$ cat src/rtl/pc_unit.sv
// Program counter with next-PC select, link address and interrupt request latch.
// Optional macro PC_UNIT_IRQ_SYNC_EN adds a two-flop synchronizer on irq_in.
//
// state   | meaning
// IDLE    | no interrupt pending
// PENDING | edge seen on irq_in, waiting for decoder to take it
module pc_unit (
  input  logic        clk,
  input  logic        reset,
  input  logic [2:0]  PCSrc,
  input  logic        ALUOut0,
  input  logic [31:0] ExtImm,
  input  logic [25:0] JT,
  input  logic [31:0] DataBusA,
  input  logic        irq_in,
  output logic [31:0] PC,
  output logic        PC31,
  output logic        IRQ,
  output logic [31:0] LinkAddr
);

  typedef enum logic {IDLE, PENDING} irq_state_t;

  irq_state_t  state, state_nxt;
  logic [31:0] pc_q, pc_nxt, pc_plus4, br_target;
  logic [30:0] br_off;
  logic        sync_q, prev_q, rise;
  logic        unused_bits;

  assign unused_bits = ^{ExtImm[31:29], DataBusA[1:0]};

`ifdef PC_UNIT_IRQ_SYNC_EN
  logic sync1_q, sync2_q;

  always_ff @(posedge clk or posedge reset) begin
    if (reset) begin
      sync1_q <= 1'b0;
      sync2_q <= 1'b0;
    end else begin
      sync1_q <= irq_in;
      sync2_q <= sync1_q;
    end
  end

  assign sync_q = sync2_q;
`else
  assign sync_q = irq_in;
`endif

  always_ff @(posedge clk or posedge reset) begin
    if (reset) prev_q <= 1'b0;
    else       prev_q <= sync_q;
  end

  assign rise = sync_q & ~prev_q;

  // Bit 31 is the supervisor flag; the increment and branch adders are 31 bits wide.
  assign pc_plus4  = {pc_q[31], pc_q[30:0] + 31'd4};
  assign br_off    = {ExtImm[28:0], 2'b00};
  assign br_target = {pc_q[31], pc_plus4[30:0] + br_off};

  always_comb begin
    pc_nxt = pc_plus4;
    case (PCSrc)
      3'd1:    pc_nxt = ALUOut0 ? br_target : pc_plus4;
      3'd2:    pc_nxt = {pc_q[31:28], JT, 2'b00};
      3'd3:    pc_nxt = {DataBusA[31:2], 2'b00};
      3'd4:    pc_nxt = 32'h8000_0004;
      3'd5:    pc_nxt = 32'h8000_0008;
      default: pc_nxt = pc_plus4;
    endcase
  end

  always_ff @(posedge clk or posedge reset) begin
    if (reset) pc_q <= 32'h8000_0000;
    else       pc_q <= pc_nxt;
  end

  always_ff @(posedge clk or posedge reset) begin
    if (reset) state <= IDLE;
    else       state <= state_nxt;
  end

  // A new edge arriving on the same cycle the interrupt is taken keeps it pending.
  always_comb begin
    state_nxt = state;
    IRQ       = (state == PENDING) & ~pc_q[31];
    case (state)
      IDLE:    if (rise) state_nxt = PENDING;
      PENDING: if (IRQ && !rise) state_nxt = IDLE;
      default: state_nxt = IDLE;
    endcase
  end

  assign PC       = pc_q;
  assign PC31     = pc_q[31];
  // On interrupt the return address is the interrupted instruction itself.
  assign LinkAddr = IRQ ? pc_q : pc_plus4;

endmodule

$ cat config.mk
export PLATFORM = sky130hd
export DESIGN_NAME = pc_unit
export DESIGN_NICKNAME = d
export VERILOG_FILES = /design/src/rtl/pc_unit.sv
export SDC_FILE = /design/constraint.sdc
export NUM_CORES = 1
export LEC_CHECK = 0
export ABC_CLOCK_PERIOD_IN_PS = 4000
export BUFFER_PORTS_ARGS = -buffer_cell sky130_fd_sc_hd__buf_2
export CAP_MARGIN = 10
export CORE_MARGIN = 2
export CORE_UTILIZATION = 50
export DETAILED_ROUTE_END_ITERATION = 12
export PLACE_DENSITY = 0.89
export SYNTH_ARGS = -nofsm -noshare
export SYNTH_HDL_FRONTEND = slang
export SYNTH_SLANG_ARGS = --single-unit
export TNS_END_PERCENT = 50
$ cat constraint.sdc
create_clock -name clk -period 4 [get_ports clk]
set_input_delay 0.2 -clock clk [delete_from_list [all_inputs] [get_ports clk]]
set_output_delay 0.2 -clock clk [all_outputs]
set_load 0.02 [all_outputs]
==> key figures <==
Critical path
  – Critical Path Fanout Max: 6
  – Cell count of the worst reg-to-reg path: 18
  – Crit path DAT: 3.99 ns
  – CP startpoint kind: flip-flop
  – Reg2reg end: PC[27]$_DFF_PP0_
  – Reg2Reg Setup Slack: approximately 0.12 ns
  – Worst path required time: 4.12 ns
  – Worst Setup End Kind: flip-flop
  – Worst setup path class: flip-flop to flip-flop
  – Reg2reg start: PC[2]$_DFF_PP0_

STA
  – Clock period minus worst slack: 3.88 ns
  – Setup violations, final: 0
  – Sum of negative setup slack: 0 ns
  – Final hold violations: 0
  – Clock skew: 0.0137 ns
  – Slew @ Worst Pin: 1.15 ns
  – Pins Over Slew Limit: 0
  – Ratio of final minimum period to clock period: 96.9%
  – Max-slew headroom: between 20% and 30%
  – Max Freq: between 200 and 300 MHz

Clock network
  – Hold_buf cts: 0
  – CTS tree: built
  – CTS buffer count: 5
  – CTS root buffer: clkbuf_8
  – Clock Path Buffers: 2
  – Worst-Skew Late Latency: around 0.30 ns
  – Clock-pin slew on the worst setup and hold paths: 0.08 ns
  – H-tree levels: 2
  – CTS Sinks: 32

Die
  – Core box area: ~8600 um2
  – Die Span Y: 97.9 um
  – Die Wd: between 90 and 100 um
  – FP Rows: 34
  – Die area: 9580 um2
  – Initial core utilization: 51.0%
  – Total I/O pin count: 163

Drt
  – Drt drc: 0
  – Detail-routed via count per cell: 6.05
  – Initial DRC count: 267
  – Vias: between 5,000 and 6,000
  – Routed wire length: about 15,000 um
  – DR pass1 iterations: 8
  – WL per Instance: 17.9 um
  – Detail Route Antenna Nets: 0

Cells and area
  – Share of cells above drive strength 1: 30.0%
  – Commonest cells after routing, fill and taps aside: 153 x buf_2, 64 x nand2_1, 49 x nor2_1, 45 x a21oi_1, 40 x xnor2_1
  – Nets: approximately 860
  – # diodes: 0
  – Area Growth Syn to Fin: 26.3%
  – Commonest non-fill, non-tap cell in the layout: buf_2

Synth
  – Synth Cell Area: between 4000 and 5000 um2
  – Yosys warns: 0
  – Cell taking the most area after synthesis: dfrtp_1
  – Syn_area_per_cell: between 7 and 8 um2
  – Most common flop cell mapped by yosys: dfrtp_1
  – Synth area leaders: dfrtp_1 18%, ha_1 9.9%, xnor2_1 8.1%
  – Post-synth top area share: 17.6%
  – Asr flop ratio synth: 100%
  – EDFF count, synth: 0
  – #FFs+latches synth: 32
  – Netlist cell types: 66
  – Post-synthesis sequential area ratio: 18.2%
  – Syn Inst Count: 575

Placed design
  – Hpwl dp: between 10,000 and 15,000 um
  – Port bufs: 153
  – Routability Congestion: 0.949

Power
  – Power Density: around 340 nW/um2
  – Leak: about 2.8 nW
  – Max IR drop VDD: 0.000182 V
  – Pwr Total: 1.90 mW

Global route
  – GR Overflow Total: 0
  – Initial antenna violation count: 0
  – Global-route wire length before repair: 23,700 um
  – Number of global-route vias before repair: 4,960
  – All-layer global routing usage: 30.0%
  – Largest net degree at the start of global routing: 33

Outcome
  – Status: complete, no violations

Job
  – Max-Cap Viols: 0

Hold path
  – Class of the worst hold path: input port to asynchronous set/reset pin
==> area by class of cell <==
cell class	count	area [um2]
Clock buffer	6	72.6
Clock inverter	1	5.00
Fill cell	779	3070
Sequential cell	32	802
Inverter	20	75.1
Multi-Input combinational cell	492	3510
Tap cell	108	135
Timing Repair Buffer	180	968
==> flip-flops by register name (all words and copies together) (netlist names) <==
register,count
state,1
prev_q,1
PC,30
==> report_power, final <==
group	internal, mW	leakage, nW	switching, mW
Clock	0.119	0.0410	0.139
Sequential	0.373	0.415	0.0877
Combinational	0.493	2.37	0.687
==> critical path: stages, from the launching register on <==
cell and delay (ns):
dfrtp_1 0.36, ha_2 0.19, nand3_2 0.09, or3_4 0.38, nor2_4 0.15, and3_4 0.26
xor2_4 0.19, ha_4 0.24, a21oi_1 0.13, o22ai_1 0.13, o41ai_2 0.37, buf_4 0.18
nor3b_2 0.15, a21oi_1 0.11, a31oi_1 0.21, buf_4 0.17, nor3_1 0.04, a31oi_1 0.20
o221ai_1 0.16
==> kinds of logic (layout without fill, tap and decap cells) <==
logic type / after synthesis / count (layout) / share of synthesized area [%]
xor+xnor: 76 / 76 / 15.3
mux: 15 / 15 / 3.69
other cells: 1 / 4 / 0.0851
buf+inv: 54 / 207 / 5.22
flops: 32 / 32 / 18.2
simple gates: 191 / 191 / 21.2
fa+ha+maj: 36 / 36 / 10.4
compound gates: 170 / 170 / 25.9
==> per-layer routing <==
metal	global-route usage, %	share of wire, %	routed length [um]
met5	0	0	0
met4	10.8	3.1	468
met3	4.65	8.2	1240
met2	51.4	48	7220
met1	38.2	41	6110
==> synth_stat cells (4+ instances only) <==
cell	count
nand4_1	9
a22oi_1	9
xor2_1	34
ha_1	35
nand2b_1	5
a21o_1	15
a2bb2oi_1	9
buf_4	7
nor2_1	53
nand2_1	64
a222oi_1	5
a22o_1	12
a31oi_1	6
nand3_1	18
and3_1	6
nor3_1	6
a21oi_1	45
o21ai_1	8
clkbuf_1	25
dfrtp_1	31
o22ai_1	8
o21ai_0	22
nor2b_1	4
mux2i_1	14
o221ai_1	6
inv_1	20
xnor2_1	41
==> timing repair <==
| action | 4_1_cts | 5_1_grt |
|---|---|---|
| resized for setup | 1 | 17 |
| buffers inserted | 0 | 1 |
| setup endpoints to repair | 1 | 7 |
| pin swaps | 0 | 8 |
==> metrics by stage <==
step | hold WS, ns | instances | util, % | worst slack (ns) | area [um2]
2_1_floorplan | 0.231 | 578 | - | 0.211 | 4420
3_3_place_gp | 0.329 | 831 | 62.1 | 0.0261 | 5370
3_5_place_dp | 0.332 | 831 | 62.1 | -0.0641 | 5370
4_1_cts | 0.0234 | 838 | 63.1 | 0.0140 | 5450
5_1_grt | 0.0347 | 839 | 64.4 | -0.107 | 5570
6_report | 0.0118 | 839 | 64.4 | 0.124 | 5570
==> how the worst max path moves through the flow <==
stage	startpoint	end	slack, ns
finish	PC[2]$_DFF_PP0_	PC[27]$_DFF_PP0_	0.12
floorplan	PC[2]$_DFF_PP0_	PC[27]$_DFF_PP0_	0.21
detailed placement	PC[2]$_DFF_PP0_	PC[27]$_DFF_PP0_	-0.06
global route	PC[3]$_DFF_PP0_	PC[27]$_DFF_PP0_	-0.11
CTS	PC[2]$_DFF_PP0_	PC[27]$_DFF_PP0_	0.01
global placement	PC[2]$_DFF_PP0_	PC[27]$_DFF_PP0_	0.03
Power figures use the tool's default switching activity.
